==> config.mk <==
export PLATFORM = sky130hd
export DESIGN_NAME = amba3_axi_rd_arbiter
export DESIGN_NICKNAME = d
export VERILOG_FILES = /design/src/rtl/amba3_axi_rd_arbiter.sv
export SDC_FILE = /design/constraint.sdc
export NUM_CORES = 1
export LEC_CHECK = 0
export ABC_AREA = 1
export CORE_AREA = 2 2 114 116
export CTS_CLUSTER_SIZE = 14
export DETAILED_ROUTE_END_ITERATION = 12
export DIE_AREA = 0 0 116 118
export DONT_BUFFER_PORTS = 1
export PLACE_DENSITY_LB_ADDON = 0.12
export SLEW_MARGIN = 25
export SYNTH_ARGS = -nofsm -noshare
export SYNTH_HDL_FRONTEND = slang
export SYNTH_SLANG_ARGS = --single-unit
==> constraint.sdc <==
create_clock -name aclk -period 1.3 [get_ports aclk]
set_input_delay 0.195 -clock aclk [delete_from_list [all_inputs] [get_ports aclk]]
set_output_delay 0.195 -clock aclk [all_outputs]
set_load 0.02 [all_outputs]
==> src/rtl/amba3_axi_rd_arbiter.sv <==
// amba3_axi_rd_arbiter: N-master to 1-slave AMBA3 AXI read-channel arbiter.
// AR is round-robin arbitrated and registered once toward the slave, with the
// grant index prepended to ARID. R beats are routed back combinationally by the
// upper RID bits. Optional macro AMBA3_AXI_RD_ARB_OUTSTANDING_EN caps the number
// of outstanding reads per master at MAX_OUTSTANDING.
// Handshakes: a transfer happens on a rising aclk edge where valid && ready;
// valid never depends on ready, and a registered valid is held with its payload
// stable until the matching ready is seen.
module amba3_axi_rd_arbiter #(
   parameter int NUM_MASTERS     = 2,
   parameter int AXID_SIZE       = 4,
   parameter int ADDR_SIZE       = 32,
   parameter int DATA_SIZE       = 32,
   parameter int MAX_OUTSTANDING = 4,
   localparam int IDX_W = (NUM_MASTERS > 1) ? $clog2(NUM_MASTERS) : 1,
   localparam int SID_W = AXID_SIZE + IDX_W
) (
   input  logic                           aclk,
   input  logic                           areset,
   input  logic [NUM_MASTERS*AXID_SIZE-1:0] m_arid,
   input  logic [NUM_MASTERS*ADDR_SIZE-1:0] m_araddr,
   input  logic [NUM_MASTERS*4-1:0]       m_arlen,
   input  logic [NUM_MASTERS*3-1:0]       m_arsize,
   input  logic [NUM_MASTERS*2-1:0]       m_arburst,
   input  logic [NUM_MASTERS*2-1:0]       m_arlock,
   input  logic [NUM_MASTERS*4-1:0]       m_arcache,
   input  logic [NUM_MASTERS*3-1:0]       m_arprot,
   input  logic [NUM_MASTERS-1:0]         m_arvalid,
   output logic [NUM_MASTERS-1:0]         m_arready,
   output logic [NUM_MASTERS*AXID_SIZE-1:0] m_rid,
   output logic [NUM_MASTERS*DATA_SIZE-1:0] m_rdata,
   output logic [NUM_MASTERS*2-1:0]       m_rresp,
   output logic [NUM_MASTERS-1:0]         m_rlast,
   output logic [NUM_MASTERS-1:0]         m_rvalid,
   input  logic [NUM_MASTERS-1:0]         m_rready,
   output logic [SID_W-1:0]               s_arid,
   output logic [ADDR_SIZE-1:0]           s_araddr,
   output logic [3:0]                     s_arlen,
   output logic [2:0]                     s_arsize,
   output logic [1:0]                     s_arburst,
   output logic [1:0]                     s_arlock,
   output logic [3:0]                     s_arcache,
   output logic [2:0]                     s_arprot,
   output logic                           s_arvalid,
   input  logic                           s_arready,
   input  logic [SID_W-1:0]               s_rid,
   input  logic [DATA_SIZE-1:0]           s_rdata,
   input  logic [1:0]                     s_rresp,
   input  logic                           s_rlast,
   input  logic                           s_rvalid,
   output logic                           s_rready,
   output logic                           dbg_state
);

   typedef enum logic {ST_IDLE = 1'b0, ST_ISSUE = 1'b1} state_t;

   state_t                 state, state_nxt;
   logic [IDX_W-1:0]       last_grant;
   logic [NUM_MASTERS-1:0] eligible;
   logic                   win_found;
   logic [IDX_W-1:0]       win_idx;
   logic                   ar_take;
   logic [AXID_SIZE-1:0]   sel_id;
   logic [ADDR_SIZE-1:0]   sel_addr;
   logic [3:0]             sel_len, sel_cache;
   logic [2:0]             sel_size, sel_prot;
   logic [1:0]             sel_burst, sel_lock;
   logic [IDX_W-1:0]       r_idx;

   assign r_idx     = s_rid[SID_W-1:AXID_SIZE];
   assign s_arvalid = (state == ST_ISSUE);
   assign dbg_state = (state == ST_ISSUE);

`ifdef AMBA3_AXI_RD_ARB_OUTSTANDING_EN
   localparam int CNT_W = $clog2(MAX_OUTSTANDING + 1);
   logic [CNT_W-1:0] out_cnt [NUM_MASTERS];
   logic [NUM_MASTERS-1:0] r_done;

   // A master at its outstanding limit is invisible to the round-robin scan.
   always_comb begin
      eligible = '0;
      r_done   = '0;
      for (int i = 0; i < NUM_MASTERS; i++) begin
         eligible[i] = m_arvalid[i] && (out_cnt[i] < CNT_W'(MAX_OUTSTANDING));
         r_done[i]   = s_rvalid && s_rready && s_rlast && (r_idx == IDX_W'(i));
      end
   end

   // Count reads issued minus bursts completed; simultaneous inc/dec cancel.
   always_ff @(posedge aclk) begin
      if (areset) begin
         for (int i = 0; i < NUM_MASTERS; i++) out_cnt[i] <= '0;
      end else begin
         for (int i = 0; i < NUM_MASTERS; i++) begin
            if (ar_take && (win_idx == IDX_W'(i)) && !r_done[i])
               out_cnt[i] <= out_cnt[i] + 1'b1;
            else if (r_done[i] && !(ar_take && (win_idx == IDX_W'(i))) && (out_cnt[i] != '0))
               out_cnt[i] <= out_cnt[i] - 1'b1;
         end
      end
   end
`else
   // MAX_OUTSTANDING only matters when the outstanding limit is compiled in.
   logic unused_max_outstanding;
   assign unused_max_outstanding = (MAX_OUTSTANDING > 0);
   assign eligible = m_arvalid;
`endif

   // Round-robin pick: lowest eligible index above last_grant, else wrap to lowest overall.
   // Scans run high-to-low so the last assignment is the lowest index; the second
   // scan overrides the wrapped choice whenever an index above last_grant exists.
   always_comb begin
      win_found = |eligible;
      win_idx   = '0;
      for (int i = NUM_MASTERS - 1; i >= 0; i--)
         if (eligible[i] && (IDX_W'(i) <= last_grant)) win_idx = IDX_W'(i);
      for (int i = NUM_MASTERS - 1; i >= 0; i--)
         if (eligible[i] && (IDX_W'(i) > last_grant)) win_idx = IDX_W'(i);
   end

   // Select the winner's AR payload.
   always_comb begin
      sel_id = '0; sel_addr = '0; sel_len = '0; sel_size = '0;
      sel_burst = '0; sel_lock = '0; sel_cache = '0; sel_prot = '0;
      for (int i = 0; i < NUM_MASTERS; i++) begin
         if (win_idx == IDX_W'(i)) begin
            sel_id    = m_arid[i*AXID_SIZE +: AXID_SIZE];
            sel_addr  = m_araddr[i*ADDR_SIZE +: ADDR_SIZE];
            sel_len   = m_arlen[i*4 +: 4];
            sel_size  = m_arsize[i*3 +: 3];
            sel_burst = m_arburst[i*2 +: 2];
            sel_lock  = m_arlock[i*2 +: 2];
            sel_cache = m_arcache[i*4 +: 4];
            sel_prot  = m_arprot[i*3 +: 3];
         end
      end
   end

   // FSM state register.
   always_ff @(posedge aclk) begin
      if (areset) state <= ST_IDLE;
      else        state <= state_nxt;
   end

   // FSM next state: grant only from IDLE, return to IDLE once the slave accepts.
   always_comb begin
      state_nxt = state;
      ar_take   = 1'b0;
      case (state)
         ST_IDLE:  if (win_found) begin
                      ar_take   = 1'b1;
                      state_nxt = ST_ISSUE;
                   end
         ST_ISSUE: if (s_arready) state_nxt = ST_IDLE;
         default:  state_nxt = ST_IDLE;
      endcase
   end

   // One-hot AR ready to the winner while idle; silent during reset.
   always_comb begin
      m_arready = '0;
      for (int i = 0; i < NUM_MASTERS; i++)
         m_arready[i] = ar_take && (win_idx == IDX_W'(i)) && !areset;
   end

   // AR register stage toward the slave, plus round-robin pointer.
   always_ff @(posedge aclk) begin
      if (areset) begin
         last_grant <= IDX_W'(NUM_MASTERS - 1);
         s_arid     <= '0;
         s_araddr   <= '0;
         s_arlen    <= '0;
         s_arsize   <= '0;
         s_arburst  <= '0;
         s_arlock   <= '0;
         s_arcache  <= '0;
         s_arprot   <= '0;
      end else if (ar_take) begin
         last_grant <= win_idx;
         s_arid     <= {win_idx, sel_id};
         s_araddr   <= sel_addr;
         s_arlen    <= sel_len;
         s_arsize   <= sel_size;
         s_arburst  <= sel_burst;
         s_arlock   <= sel_lock;
         s_arcache  <= sel_cache;
         s_arprot   <= sel_prot;
      end
   end

   // R routing by RID prefix; an unknown prefix is sunk so the slave never stalls.
   always_comb begin
      m_rvalid = '0;
      s_rready = 1'b1;
      for (int i = 0; i < NUM_MASTERS; i++) begin
         if (r_idx == IDX_W'(i)) begin
            m_rvalid[i] = s_rvalid;
            s_rready    = m_rready[i];
         end
      end
      if (areset) begin
         m_rvalid = '0;
         s_rready = 1'b0;
      end
   end

   assign m_rid   = {NUM_MASTERS{s_rid[AXID_SIZE-1:0]}};
   assign m_rdata = {NUM_MASTERS{s_rdata}};
   assign m_rresp = {NUM_MASTERS{s_rresp}};
   assign m_rlast = {NUM_MASTERS{s_rlast}};

endmodule

==> impl_metrics.toml <==
[run_status]
status = "complete, but fails checks"
violations = "negative setup slack"

[timing]
period_minus_slack_ns = 1.342
maxSlewViolCount = 0
rsz0062_at_grt = "yes"
finalHoldViolations = 0
post-route-period-util = 1.032
setup_violations = 2
skew_ns = 0.007891
setup_slack_ns = -0.04192
worstMarginPinSlew_ns = 0.7684
slew_headroom = 0.4860
fmax_mhz = 745.2

[flow_run]
cap_viol_max_count = 0

[clocking]
cts.clk_slew.worst_paths_ns = 0.05
clk_latency_ns = 0.33
clockBufferDepth = 2
clock_sinks = 57
clockRootBuffer = "clkbuf_16"
cts_tree = "built"
cts_inserted_buffers = 9
htreeDepth = 3

[placed_design]
routabilityCongestion = 0.7141
dpl.hpwl_mm = 6.285
port_buffers = 0
pre_cts_ws_ns = 0.06049

[setup_path]
crit_fanout = 8
slowest_delay_ns = 0.35
crit_chain = "nand2_4 > nand2_4 > nand2_2 > nor2_4 > buf_12"
cp-start-kind = "flop"
cp-end-kind = "output port"
crit_type = "flop to output port"
path_buf_inv = 1
cpMaxStageDelayCell = "dfxtp_2"
critical-path-top-delay-family = "flip-flops"
cp_data_required_time_ns = 1.11
cpMostUsedCell = "nand2_4"
cp.arrival_ns = 1.15

[synthesis]
syn_inst = 477
ys_ff_latch = 57
syn_area_per_cell_um2 = 6.783
synth_seq_area_share = 0.3527
ys_types = 18
syn_area_mm2 = 0.003236
syn-num-nets = 633
synth_warnings = 0

[power_and_ir_drop]
p_sw_mw = 1.579
p_sw_frac = 0.2812
powerDensity_mw_per_mm2 = 1374
internal-power_mw = 4.036
finalPower_mw = 5.615
clkPwrFrac = 0.434
pwr-share-comb = 0.168
leakagePower_nw = 1.826
p_seq_frac = 0.398
peakVddDrop_v = 0.0005919

[layout]
final_core_util = 0.3293
drive_above_1_share = 0.1290
area_growth_syn_to_layout_pct = 26.33
final_common_cell = "nand2_1"
n_antenna_cell = 0
nets = 624
final_cell_mix = "nand2_1 (177), dlygate4sd3_1 (56), dfxtp_1 (55)"

[floorplan]
fp.dieH_um = 118
dieArea_mm2 = 0.01369
rows = 41
die_w_um = 116
num_io_pins = 296
initial_core_util = 0.2606
core_area_mm2 = 0.01241

[global_route]
grt_max_degree = 47
grt.total_usage = 0.1402
grt_pass1_wl_mm = 14.36
grt-ovfl-total = 0
grt_pass1_vias = 2721
antenna_found_initial = 0

[routing]
drtIter0Drc = 112
post-route-drc-count = 0
first_pass_iters = 4
ant_nets = 0
wl_mm = 9.680
routedWlPerCell_um = 15.01
drt-vias-per-instance = 4.411
vias = 2845

[hold_path]
hold_path_class = "input pin to flop"
-- cell usage after synthesis --
library cell | n | area (um^2)
nor3_1 | 2 | 10.01
inv_1 | 12 | 45.04
nand4_1 | 8 | 50.05
dfxtp_1 | 57 | 1141
o21ai_2 | 1 | 8.760
nand3_4 | 1 | 17.52
buf_6 | 1 | 11.26
nor2_1 | 25 | 93.84
nor2_8 | 1 | 20.02
o21ai_0 | 9 | 45.04
a21oi_1 | 39 | 195.2
inv_2 | 1 | 3.750
buf_2 | 13 | 65.06
nand2_1 | 179 | 671.9
buf_4 | 88 | 660.6
nand3_1 | 35 | 175.2
clkbuf_1 | 4 | 15.01
nand2_2 | 1 | 6.260
-- what timing repair did --
item                       CTS  global route
gates resized for setup      8            12
hold endpoints to repair    56             1
cloned                       4             1
setup endpoints to repair    2            50
buffers inserted             6             3
pin swaps                    6             6
hold buffers                55             1
-- flip-flops by register name (all words and copies together) (netlist names), 2 cells and up --
register	flops
s_araddr	32
s_arid	5
s_arcache	4
s_arlen	4
s_arprot	3
s_arsize	3
s_arburst	2
s_arlock	2
-- area by class of cell --
cell class | count | area (um^2)
clock buffers | 14 | 274.0
clock inverters | 2 | 35.03
fillers | 1337 | 8327
inverters | 13 | 48.80
multi-input cells | 301 | 1350
flip-flops and latches | 57 | 1146
well taps | 172 | 215.2
repair buffers | 86 | 1018
-- metal layers --
metal,global-route usage,vias to the layer above,share of wire
met5,0,-,0
met4,0.07664,0,0.027
met3,0.06334,32,0.11
met2,0.2343,143,0.50
met1,0.1444,1258,0.37
li1,-,1412,-
-- worst paths after layout --
kind | from | to | slack (ns) | depth (start not counted)
max | last_grant | m_arready[0] | -0.04 | 5
min | m_araddr[15] | s_araddr[15] | 0.03 | 2
max reg2reg | dbg_state | s_araddr[4] | 0.01 | 7
min reg2reg | last_grant | last_grant | 0.48 | 2
-- power by group through the flow --
stage	logic (mW)	registers [mW]	clock network, mW
5_1_grt	1.05	2.25	2.64
4_1_cts	0.912	2.24	2.55
2_1_floorplan	0.834	2.24	0
3_3_place_gp	0.662	2.27	0
3_5_place_dp	0.668	2.27	0
6_report	0.944	2.23	2.44
-- metrics by stage --
| stage | TNS [ns] | hold slack, ns | instances | area (um^2) |
|---|---|---|---|---|
| 6_report | -0.08037 | 0.02741 | 645 | 4088 |
| 2_1_floorplan | 0 | 0.3052 | 477 | 3236 |
| 5_1_grt | -0.9768 | 0.02565 | 645 | 4088 |
| 3_5_place_dp | 0 | 0.2732 | 560 | 2932 |
| 4_1_cts | -0.8032 | 0.008547 | 641 | 3988 |
| 3_3_place_gp | 0 | 0.2702 | 560 | 2932 |
-- cells by family (layout without fill, tap and decap cells) --
| family | after synthesis | count (layout) | share of synthesized area |
|---|---|---|---|
| AO/OA/AOI/OAI | 49 | 49 | 0.07695 |
| buffers and inverters | 119 | 115 | 0.2475 |
| flip-flops | 57 | 57 | 0.3527 |
| AND/OR/NAND/NOR | 252 | 252 | 0.3229 |
No activity file was read; power rests on OpenSTA's default activity.
